$ cat config.mk
export PLATFORM = sky130hd
export DESIGN_NAME = cache_arbiter_flat
export DESIGN_NICKNAME = d
export VERILOG_FILES = /design/src/rtl/cache_arbiter_if.sv /design/src/rtl/cache_arbiter.sv /design/src/flat_wrapper.sv
export SDC_FILE = /design/constraint.sdc
export NUM_CORES = 1
export LEC_CHECK = 0
export CORE_AREA = 3 3 542 544
export CTS_BUF_LIST = sky130_fd_sc_hd__clkbuf_2
export CTS_CLUSTER_SIZE = 8
export DETAILED_ROUTE_END_ITERATION = 8
export DIE_AREA = 0 0 545 547
export PLACE_DENSITY_LB_ADDON = 0.2
export SETUP_SLACK_MARGIN = 0.02
export SKIP_LAST_GASP = 1
export SYNTH_ARGS = -nofsm -noshare
export SYNTH_HDL_FRONTEND = slang
export SYNTH_SLANG_ARGS = --single-unit
$ cat constraint.sdc
create_clock -name clk -period 25.4 [get_ports clk]
set_input_delay 3.81 -clock clk [delete_from_list [all_inputs] [get_ports clk]]
set_output_delay 3.81 -clock clk [all_outputs]
set_load 0.1 [all_outputs]
$ cat src/rtl/cache_arbiter_if.sv
// I-cache / D-cache / physical-memory signal bundle for the cache arbiter.
// The slave modport is the arbiter side; master is the surrounding system.
interface cache_arbiter_if #(
  parameter int ADDR_W = 32,
  parameter int LINE_W = 256
);
  logic              i_pmem_read;
  logic [ADDR_W-1:0] i_pmem_address;
  logic [LINE_W-1:0] i_pmem_rdata;
  logic              i_pmem_resp;

  logic              d_pmem_read;
  logic              d_pmem_write;
  logic [ADDR_W-1:0] d_pmem_address;
  logic [LINE_W-1:0] d_pmem_wdata;
  logic [LINE_W-1:0] d_pmem_rdata;
  logic              d_pmem_resp;

  logic              pmem_read;
  logic              pmem_write;
  logic [ADDR_W-1:0] pmem_address;
  logic [LINE_W-1:0] pmem_wdata;
  logic [LINE_W-1:0] pmem_rdata;
  logic              pmem_resp;

  modport slave (
    input  i_pmem_read, i_pmem_address,
    output i_pmem_rdata, i_pmem_resp,
    input  d_pmem_read, d_pmem_write,
    input  d_pmem_address, d_pmem_wdata,
    output d_pmem_rdata, d_pmem_resp,
    output pmem_read, pmem_write,
    output pmem_address, pmem_wdata,
    input  pmem_rdata, pmem_resp
  );

  modport master (
    output i_pmem_read, i_pmem_address,
    input  i_pmem_rdata, i_pmem_resp,
    output d_pmem_read, d_pmem_write,
    output d_pmem_address, d_pmem_wdata,
    input  d_pmem_rdata, d_pmem_resp,
    input  pmem_read, pmem_write,
    input  pmem_address, pmem_wdata,
    output pmem_rdata, pmem_resp
  );
endinterface

$ cat src/rtl/cache_arbiter.sv
// Round-robin arbiter sharing one physical memory port between the
// I-cache and D-cache; one transaction in flight, registered outputs.
module cache_arbiter #(
  parameter int ADDR_W = 32,
  parameter int LINE_W = 256
) (
  input logic           clk,
  input logic           rst,
  cache_arbiter_if.slave bus
);

  localparam logic [1:0] IDLE    = 2'd0;
  localparam logic [1:0] SERVE_I = 2'd1;
  localparam logic [1:0] SERVE_D = 2'd2;
  localparam logic [1:0] RESP    = 2'd3;

  localparam logic OWN_I = 1'b0;
  localparam logic OWN_D = 1'b1;

  logic [1:0]        state;
  logic              last_grant;
  logic              rd_q;
  logic              wr_q;
  logic              i_resp_q;
  logic              d_resp_q;
  logic [ADDR_W-1:0] addr_q;
  logic [LINE_W-1:0] wdata_q;
  logic [LINE_W-1:0] i_rdata_q;
  logic [LINE_W-1:0] d_rdata_q;

  logic i_req;
  logic d_req;
  logic grant_d;
  logic grant_i;

  assign i_req = bus.i_pmem_read;
  assign d_req = bus.d_pmem_read | bus.d_pmem_write;

  // On a tie the side that did not win last time goes first.
  assign grant_d = d_req & (~i_req | (last_grant == OWN_I));
  assign grant_i = i_req & ~grant_d;

  always_ff @(posedge clk or posedge rst) begin
    if (rst) begin
      state      <= IDLE;
      last_grant <= OWN_D;
      rd_q       <= 1'b0;
      wr_q       <= 1'b0;
      i_resp_q   <= 1'b0;
      d_resp_q   <= 1'b0;
      addr_q     <= '0;
      wdata_q    <= '0;
      i_rdata_q  <= '0;
      d_rdata_q  <= '0;
    end else begin
      i_resp_q <= 1'b0;
      d_resp_q <= 1'b0;
      unique case (state)
        IDLE: begin
          unique case (1'b1)
            grant_d: begin
              addr_q  <= bus.d_pmem_address;
              wdata_q <= bus.d_pmem_wdata;
              wr_q    <= bus.d_pmem_write;
              rd_q    <= ~bus.d_pmem_write;
              state   <= SERVE_D;
            end
            grant_i: begin
              addr_q <= bus.i_pmem_address;
              wr_q   <= 1'b0;
              rd_q   <= 1'b1;
              state  <= SERVE_I;
            end
            default: ;
          endcase
        end
        SERVE_I, SERVE_D: begin
          if (bus.pmem_resp) begin
            rd_q       <= 1'b0;
            wr_q       <= 1'b0;
            last_grant <= (state == SERVE_D);
            state      <= RESP;
            if (state == SERVE_D) begin
              d_rdata_q <= bus.pmem_rdata;
              d_resp_q  <= 1'b1;
            end else begin
              i_rdata_q <= bus.pmem_rdata;
              i_resp_q  <= 1'b1;
            end
          end
        end
        RESP:    state <= IDLE;
        default: state <= IDLE;
      endcase
    end
  end

  assign bus.pmem_read    = rd_q;
  assign bus.pmem_write   = wr_q;
  assign bus.pmem_address = addr_q;
  assign bus.pmem_wdata   = wdata_q;
  assign bus.i_pmem_rdata = i_rdata_q;
  assign bus.i_pmem_resp  = i_resp_q;
  assign bus.d_pmem_rdata = d_rdata_q;
  assign bus.d_pmem_resp  = d_resp_q;

endmodule

$ cat src/flat_wrapper.sv
// flat-port wrapper written by rule: the top's interface ports become plain ports
module cache_arbiter_flat 
#(
  parameter int ADDR_W = 32,
  parameter int LINE_W = 256
)
  (clk, rst, bus_i_pmem_read, bus_i_pmem_address, bus_i_pmem_rdata, bus_i_pmem_resp, bus_d_pmem_read, bus_d_pmem_write, bus_d_pmem_address, bus_d_pmem_wdata, bus_d_pmem_rdata, bus_d_pmem_resp, bus_pmem_read, bus_pmem_write, bus_pmem_address, bus_pmem_wdata, bus_pmem_rdata, bus_pmem_resp);
  cache_arbiter_if #(.ADDR_W(ADDR_W), .LINE_W(LINE_W)) bus_i ();
  input logic clk;
  input logic rst;
  input wire logic [$bits(bus_i.i_pmem_read)-1:0] bus_i_pmem_read;
  input wire logic [$bits(bus_i.i_pmem_address)-1:0] bus_i_pmem_address;
  output wire logic [$bits(bus_i.i_pmem_rdata)-1:0] bus_i_pmem_rdata;
  output wire logic [$bits(bus_i.i_pmem_resp)-1:0] bus_i_pmem_resp;
  input wire logic [$bits(bus_i.d_pmem_read)-1:0] bus_d_pmem_read;
  input wire logic [$bits(bus_i.d_pmem_write)-1:0] bus_d_pmem_write;
  input wire logic [$bits(bus_i.d_pmem_address)-1:0] bus_d_pmem_address;
  input wire logic [$bits(bus_i.d_pmem_wdata)-1:0] bus_d_pmem_wdata;
  output wire logic [$bits(bus_i.d_pmem_rdata)-1:0] bus_d_pmem_rdata;
  output wire logic [$bits(bus_i.d_pmem_resp)-1:0] bus_d_pmem_resp;
  output wire logic [$bits(bus_i.pmem_read)-1:0] bus_pmem_read;
  output wire logic [$bits(bus_i.pmem_write)-1:0] bus_pmem_write;
  output wire logic [$bits(bus_i.pmem_address)-1:0] bus_pmem_address;
  output wire logic [$bits(bus_i.pmem_wdata)-1:0] bus_pmem_wdata;
  input wire logic [$bits(bus_i.pmem_rdata)-1:0] bus_pmem_rdata;
  input wire logic [$bits(bus_i.pmem_resp)-1:0] bus_pmem_resp;
  assign bus_i.i_pmem_read = bus_i_pmem_read;
  assign bus_i.i_pmem_address = bus_i_pmem_address;
  assign bus_i_pmem_rdata = bus_i.i_pmem_rdata;
  assign bus_i_pmem_resp = bus_i.i_pmem_resp;
  assign bus_i.d_pmem_read = bus_d_pmem_read;
  assign bus_i.d_pmem_write = bus_d_pmem_write;
  assign bus_i.d_pmem_address = bus_d_pmem_address;
  assign bus_i.d_pmem_wdata = bus_d_pmem_wdata;
  assign bus_d_pmem_rdata = bus_i.d_pmem_rdata;
  assign bus_d_pmem_resp = bus_i.d_pmem_resp;
  assign bus_pmem_read = bus_i.pmem_read;
  assign bus_pmem_write = bus_i.pmem_write;
  assign bus_pmem_address = bus_i.pmem_address;
  assign bus_pmem_wdata = bus_i.pmem_wdata;
  assign bus_i.pmem_rdata = bus_pmem_rdata;
  assign bus_i.pmem_resp = bus_pmem_resp;
  cache_arbiter #(.ADDR_W(ADDR_W), .LINE_W(LINE_W)) u_core (.clk(clk), .rst(rst), .bus(bus_i));
endmodule
==> summary.md, run 1 <==
| Metric | Value |
|---|---|
| Largest net degree at the start of global routing | `157` |
| Drc violations | `0` |
| Initial Util | `0.1060` |
| Cell Area, Placed | `0.04869 mm2` |
| Max-cap violations | `0` |
| Fin util | `0.1761` |
| Fin crit period | `7027 ps` |
| First-pass GRT wire length | `259.6 mm` |
| Share of cells above drive strength 1 | `0.2518` |
| CTS buffer count | `270` |
| Commonest cells after routing, fill and taps aside | `clkdlybuf4s50_1, dfrtp_1, nand2_1` |
| Post-synth EDFFs | `0` |
| Clock transition at the registers of the reported paths | `80 ps` |
| Hold depth | `2` |
| Worst hold path class | `reg -> reg` |
| Worst Path Max Fanout | `2` |
| Syn Area/Cell | `12.91 um2` |
| Height of the die | `547 um` |
| Worst-path cell chain | `clkdlybuf4s50_1` |
| Global route overflow | `0` |
| Area growth from synthesis to layout | `66.20%` |
| Outcome | `finished clean` |
| CP Buf/Inv Count | `1` |
| Initial antenna violation count | `121` |
| Required time of the worst setup path | `21590 ps` |
| Final Hold Viols | `0` |
| Root Buffer | `clkbuf_2` |
| Reg-to-Reg End | `u_core.bus.i_pmem_rdata[180]$_DFFE_PP0P_` |
| Final slew viol count | `0` |
| Num rows | `198` |
| FF-to-FF setup slack | `21080 ps` |
| Hpwl dp | `156.1 mm` |
| PostCTS Resize Cnt | `0` |
| Skew-Pair Late Insertion Delay | `1460 ps` |
| Layout Nets | `4523` |
| Max H-tree Level | `5` |
| CTS hold repair buffers | `0` |
| Vias per cell | `3.184` |
| Unrepaired setup endpoints after global routing | `false` |
| Maximum root-to-sink buffer count | `4` |
| Crit Path Class | `reg -> out` |
| # IOs | `1386` |
| Die Wd | `545 um` |
| Distinct cell type count after synthesis | `32` |
| HP Start | `u_core.bus.d_pmem_rdata[247]$_DFFE_PP0P_` |
| Commonest non-fill, non-tap cell in the layout | `clkdlybuf4s50_1` |
| Delay of the slowest critical-path stage | `1270 ps` |
| Actual slew at the worst max-slew pin | `1284 ps` |
| Setup TNS | `0 ps` |
| Slew headroom | `0.1442` |
| WL final | `198.2 mm` |
| Final ANT Viol Nets | `0` |
| Arrival time of the worst setup path | `3220 ps` |
| Vias | `25550` |
| Core Area | `0.2901 mm2` |
| Post-Syn Area | `0.03075 mm2` |
| Critical Path Start Type | `register` |
| Final Cell Area | `0.05110 mm2` |
| Final instance count without filler cells | `8024` |
| Vias in the first global route | `27530` |
| Mapped Cells | `2381` |
| Setup violators final | `0` |
| CTS tree | `done` |
| Fill cell count | `32200` |
| Mapped Nets | `2967` |
| Gp weighted congestion | `0.8005` |
| IO Port Bufs | `1385` |
| Slowest-stage cell, CP | `clkdlybuf4s50_1` |
| Placed Cells | `7565` |
| Seq/Total Area, Yosys | `0.6569` |
| Endpoint, Worst Hold | `u_core.bus.d_pmem_rdata[247]$_DFFE_PP0P_` |
| R2R depth | `8` |
| Synth Warn # | `0` |
| Routed len/inst | `24.70 um` |
| Die area | `0.2981 mm2` |
| Worst reg2reg path startpoint | `u_core.state[1]$_DFFE_PP0P_` |
| Gr usage total | `0.1277` |
| TritonRoute pass-1 iters | `5` |
| Ys async rst share | `1.000` |
| Crit end category | `primary output` |
| #FFs+latches synth | `807` |
| Post-CTS Setup Bufs | `0` |
| CP delay by family, top | `buffers and inverters` |
| Clk sinks | `807` |
| Worst Skew | `127.2 ps` |
| Max Clock Freq | `142.3 MHz` |
| Top FF cell, synth | `dfrtp_1` |
| Post-route clock period utilization | `0.2767` |
| Starting DRT DRC Count | `974` |
[registers in the layout (all words and copies together) (netlist names)]
signal,count
u_core.last_grant,1
u_core.state,2
u_core.bus.pmem_write,1
u_core.bus.i_pmem_resp,1
u_core.bus.i_pmem_rdata,256
u_core.bus.pmem_wdata,256
u_core.bus.pmem_read,1
u_core.bus.d_pmem_rdata,256
u_core.bus.d_pmem_resp,1
u_core.bus.pmem_address,32
[metal layers]
| layer | track usage | vias up | share of wire |
|---|---|---|---|
| li1 | - | 11120 | - |
| met4 | 0.03732 | 110 | 0.027 |
| met1 | 0.1347 | 12600 | 0.36 |
| met3 | 0.07692 | 411 | 0.14 |
| met2 | 0.2120 | 1310 | 0.47 |
| met5 | 0 | - | 0.0035 |
[per-stage QoR]
stage / setup slack (ps) / hold slack (ps)
after global routing: 18010 / 494.5
after global placement: 17390 / 457.5
after detailed placement: 17410 / 461.1
after floorplan: 10510 / 448.8
after CTS: 17890 / 482.9
final: 18370 / 475.4
[Yosys cell counts, drive strengths merged, types with 2 or more instances]
cell | instances | area (um2)
o21ai | 32 | 160.2
clkbuf | 47 | 176.4
ha | 4 | 50.05
o22ai | 2 | 12.51
inv | 6 | 25.03
buf | 85 | 588.1
a21oi | 2 | 10.01
nand3 | 33 | 165.2
mux2 | 515 | 6062
dfrtp | 806 | 20170
a31oi | 32 | 200.2
nand2 | 773 | 2902
nor2 | 32 | 120.1
[kinds of logic (layout without fill, tap and decap cells)]
kind of cell	Yosys count	in the layout	share of synthesized area
AND/OR/NAND/NOR	842	842	0.1044
flip-flops	807	807	0.6569
multiplexers	516	516	0.1975
buffers and inverters	139	1860	0.02580
AO/OA/AOI/OAI	73	73	0.01380
adder cells (fa/ha/maj)	4	4	0.001628
other	0	22	0
[area by class of cell]
| cell class | count | area (um2) | share of cell area |
|---|---|---|---|
| repair buffers | 1416 | 13790 | 0.2699 |
| clock buffers | 374 | 1872 | 0.03663 |
| inverters | 7 | 45.04 | 0.0008815 |
| clock inverters | 63 | 483.0 | 0.009451 |
| well taps | 3900 | 4880 | 0.09549 |
| diodes | 22 | 55.05 | 0.001077 |
| multi-input cells | 1435 | 9777 | 0.1913 |
| flip-flops and latches | 807 | 20200 | 0.3952 |
[how the worst max path moves through the flow]
stage,start,endpoint,cells past startpoint
2_1_floorplan,rst,u_core.bus.d_pmem_rdata[0]$_DFFE_PP0P_,1
3_3_place_gp,rst,u_core.bus.d_pmem_rdata[104]$_DFFE_PP0P_,6
3_5_place_dp,rst,u_core.bus.d_pmem_rdata[194]$_DFFE_PP0P_,6
4_1_cts,u_core.bus.pmem_wdata[14]$_DFFE_PP0P_,bus_pmem_wdata[14],1
5_1_grt,u_core.bus.pmem_wdata[14]$_DFFE_PP0P_,bus_pmem_wdata[14],1
6_report,u_core.bus.pmem_wdata[14]$_DFFE_PP0P_,bus_pmem_wdata[14],1
Power of run 1 is left out: the tool's default activity adds up to more than one toggle a clock period on the data nets, which glitch-free logic cannot reach.
==> inputs of run 2 (changes only) <==
--- a/config.mk
+++ b/config.mk
@@ -5,11 +5,11 @@
 export SDC_FILE = /design/constraint.sdc
 export NUM_CORES = 1
 export LEC_CHECK = 0
-export CORE_AREA = 3 3 542 544
+export CORE_AREA = 3 3 532 534
 export CTS_BUF_LIST = sky130_fd_sc_hd__clkbuf_2
 export CTS_CLUSTER_SIZE = 8
 export DETAILED_ROUTE_END_ITERATION = 8
-export DIE_AREA = 0 0 545 547
+export DIE_AREA = 0 0 535 537
 export PLACE_DENSITY_LB_ADDON = 0.2
 export SETUP_SLACK_MARGIN = 0.02
 export SKIP_LAST_GASP = 1
==> constraint.sdc (replaced) <==
create_clock -name clk -period 6.6 [get_ports clk]
set_input_delay 0.99 -clock clk [delete_from_list [all_inputs] [get_ports clk]]
set_output_delay 0.99 -clock clk [all_outputs]
set_load 0.1 [all_outputs]
==> run 2 against run 1 <==
Flip-flop and latch count unchanged. Setup slack worse by 16000 ps. Sequential share of layout area is 4.0 points lower. Cell count is 5.3% higher. First-iteration DRC count rose by 12%. Routed wire length up 0.78%. Die area fell by 3.6%. Via count up 7.9%. Core utilization grew 2.8 points.
==> summary.md, run 2 (synthesis results as in run 1) <==
| Metric | Value |
|---|---|
| Outcome | `finished clean (unchanged)` |
| Fill cell count | `30520 (was 32200)` |
| Critical Path Start Type | `register (unchanged)` |
| Endpoint, Worst Hold | `u_core.bus.d_pmem_rdata[254]$_DFFE_PP0P_ (was u_core.bus.d_pmem_rdata[247]$_DFFE_PP0P_)` |
| WL final | `199.8 mm (was 198.2 mm)` |
| Vias | `27560 (was 25550)` |
| Wl on met1 | `80.95 mm (was 72.13 mm)` |
| Layout Nets | `5118 (was 4523)` |
| HP Start | `u_core.bus.d_pmem_rdata[254]$_DFFE_PP0P_ (was u_core.bus.d_pmem_rdata[247]$_DFFE_PP0P_)` |
| Worst-path cell chain | `clkdlybuf4s50_1 (unchanged)` |
| Worst hold path class | `reg -> reg (unchanged)` |
| # IOs | `1386 (unchanged)` |
| Hold depth | `2 (unchanged)` |
| IO Port Bufs | `1385 (unchanged)` |
| Max Clock Freq | `235.2 MHz` |
| Clock transition at the registers of the reported paths | `90 ps (was 80 ps)` |
| Vias in the first global route | `29550 (was 27530)` |
| Worst reg2reg path startpoint | `u_core.state[0]$_DFFE_PP0P_ (was u_core.state[1]$_DFFE_PP0P_)` |
| Routed wl met2 | `92.99 mm (was 93.18 mm)` |
| TritonRoute pass-1 iters | `5 (unchanged)` |
| Final slew viol count | `0 (unchanged)` |
| Maximum root-to-sink buffer count | `4 (unchanged)` |
| Global route overflow | `0 (unchanged)` |
| Crit Path Class | `reg -> out (unchanged)` |
| Hpwl dp | `155.9 mm (was 156.1 mm)` |
| First-pass GRT wire length | `265.0 mm (was 259.6 mm)` |
| Starting DRT DRC Count | `1091 (was 974)` |
| PostCTS Resize Cnt | `0 (unchanged)` |
| Commonest non-fill, non-tap cell in the layout | `clkdlybuf4s50_1 (unchanged)` |
| Worst Path Max Fanout | `2 (unchanged)` |
| Max H-tree Level | `5 (unchanged)` |
| Area growth from synthesis to layout | `85.05% (was 66.20%)` |
| Gr usage total | `0.1331 (was 0.1277)` |
| Gp weighted congestion | `0.8157 (was 0.8005)` |
| Crit path from | `u_core.bus.pmem_wdata[183]$_DFFE_PP0P_ (was u_core.bus.pmem_wdata[14]$_DFFE_PP0P_)` |
| Setup TNS | `0 ps (unchanged)` |
| Unrepaired setup endpoints after global routing | `false (unchanged)` |
| Num rows | `194 (was 198)` |
| CTS buffer count | `270 (unchanged)` |
| Die area | `0.2873 mm2 (was 0.2981 mm2)` |
| Root Buffer | `clkbuf_2 (unchanged)` |
| R2R depth | `7 (was 8)` |
| Max-cap violations | `0 (unchanged)` |
| Largest net degree at the start of global routing | `141 (was 157)` |
| Initial Util | `0.1102 (was 0.1060)` |
| Routed len/inst | `23.64 um (was 24.70 um)` |
| Required time of the worst setup path | `5610 ps (was 21590 ps)` |
| Clk sinks | `807 (unchanged)` |
| Arrival time of the worst setup path | `3260 ps (was 3220 ps)` |
| Drc violations | `0 (unchanged)` |
| Top layer in use | `met5 (unchanged)` |
| CP Depth | `1 (unchanged)` |
| WL met3 | `19.74 mm (was 26.77 mm)` |
| Crit end category | `primary output (unchanged)` |
| Share of cells above drive strength 1 | `0.2193 (was 0.2518)` |
| Setup violators final | `0 (unchanged)` |
| Vias per cell | `3.261 (was 3.184)` |
| Post-route clock period utilization | `0.6441` |
| CTS tree | `done (unchanged)` |
| Commonest cells after routing, fill and taps aside | `clkdlybuf4s50_1, dfrtp_1, nand2_1 (unchanged)` |
| Height of the die | `537 um (was 547 um)` |
| Actual slew at the worst max-slew pin | `1214 ps (was 1284 ps)` |
| Final ANT Viol Nets | `0 (unchanged)` |
| Worst Skew | `120.1 ps (was 127.2 ps)` |
| Slowest-stage cell, CP | `clkdlybuf4s50_1 (unchanged)` |
| Skew-Pair Late Insertion Delay | `1620 ps (was 1460 ps)` |
| Core Area | `0.2789 mm2 (was 0.2901 mm2)` |
| Die Wd | `535 um (was 545 um)` |
| Slew headroom | `0.1880 (was 0.1442)` |
| Fin util | `0.2040 (was 0.1761)` |
| Reg-to-Reg End | `u_core.bus.i_pmem_rdata[201]$_DFFE_PP0P_ (was u_core.bus.i_pmem_rdata[180]$_DFFE_PP0P_)` |
| CP delay by family, top | `buffers and inverters (unchanged)` |
| Delay of the slowest critical-path stage | `1190 ps (was 1270 ps)` |
| Fin crit period | `4251 ps` |
| FF-to-FF setup slack | `3370 ps (was 21080 ps)` |
| Initial antenna violation count | `104 (was 121)` |
| Final Hold Viols | `0 (unchanged)` |
| CP Buf/Inv Count | `1 (unchanged)` |
run 2: through the flow:
| step | setup slack, ps | cell area, um2 | std cells | hold slack (ps) |
|---|---|---|---|---|
| floorplan | -5468 | 30750 | 2381 | 448.8 |
| global placement | 2718 | 48680 | 7401 | 458.1 |
| detailed placement | 2714 | 48680 | 7401 | 461.0 |
| CTS | 1812 | 56820 | 8421 | 82.71 |
| global route | 1894 | 56870 | 8440 | 194.8 |
| finish | 2349 | 56890 | 8449 | 476.8 |
run 2: repair_timing:
| action | CTS | global route |
|---|---|---|
| hold buffers | 583 | 0 |
| endpoints found under the hold margin | 810 | 0 |
| setup buffers | 0 | 0 |
run 2: worst max-delay path by stage:
stage	endpoint	slack (ps)
after detailed placement	u_core.bus.i_pmem_rdata[204]$_DFFE_PP0P_	2710
after global routing	bus_pmem_wdata[238]	1890
after floorplan	u_core.bus.d_pmem_rdata[0]$_DFFE_PP0P_	-5470
final	bus_pmem_wdata[183]	2350
after CTS	bus_pmem_wdata[238]	1810
after global placement	u_core.bus.i_pmem_rdata[176]$_DFFE_PP0P_	2720
run 2: layout make-up:
class | instances | area [um2] | share of cell area
Antenna cell | 28 | 70.07 | 0.001232
Clock buffer | 357 | 1787 | 0.03140
Clock inverter | 80 | 519.2 | 0.009126
Inverter | 7 | 45.04 | 0.0007917
Multi-Input combinational cell | 1435 | 9784 | 0.1720
Sequential cell | 807 | 20200 | 0.3550
Tap cell | 3724 | 4659 | 0.08190
Timing Repair Buffer | 2011 | 19830 | 0.3486
run 2: routing by layer:
| metal | vias to the layer above | GRT usage |
|---|---|---|
| met4 | 80 | 0.03788 |
| met1 | 13430 | 0.1571 |
| met3 | 388 | 0.05830 |
| li1 | 12330 | - |
| met5 | - | 0 |
| met2 | 1332 | 0.2182 |
Power of run 2 is left out for the same reason.
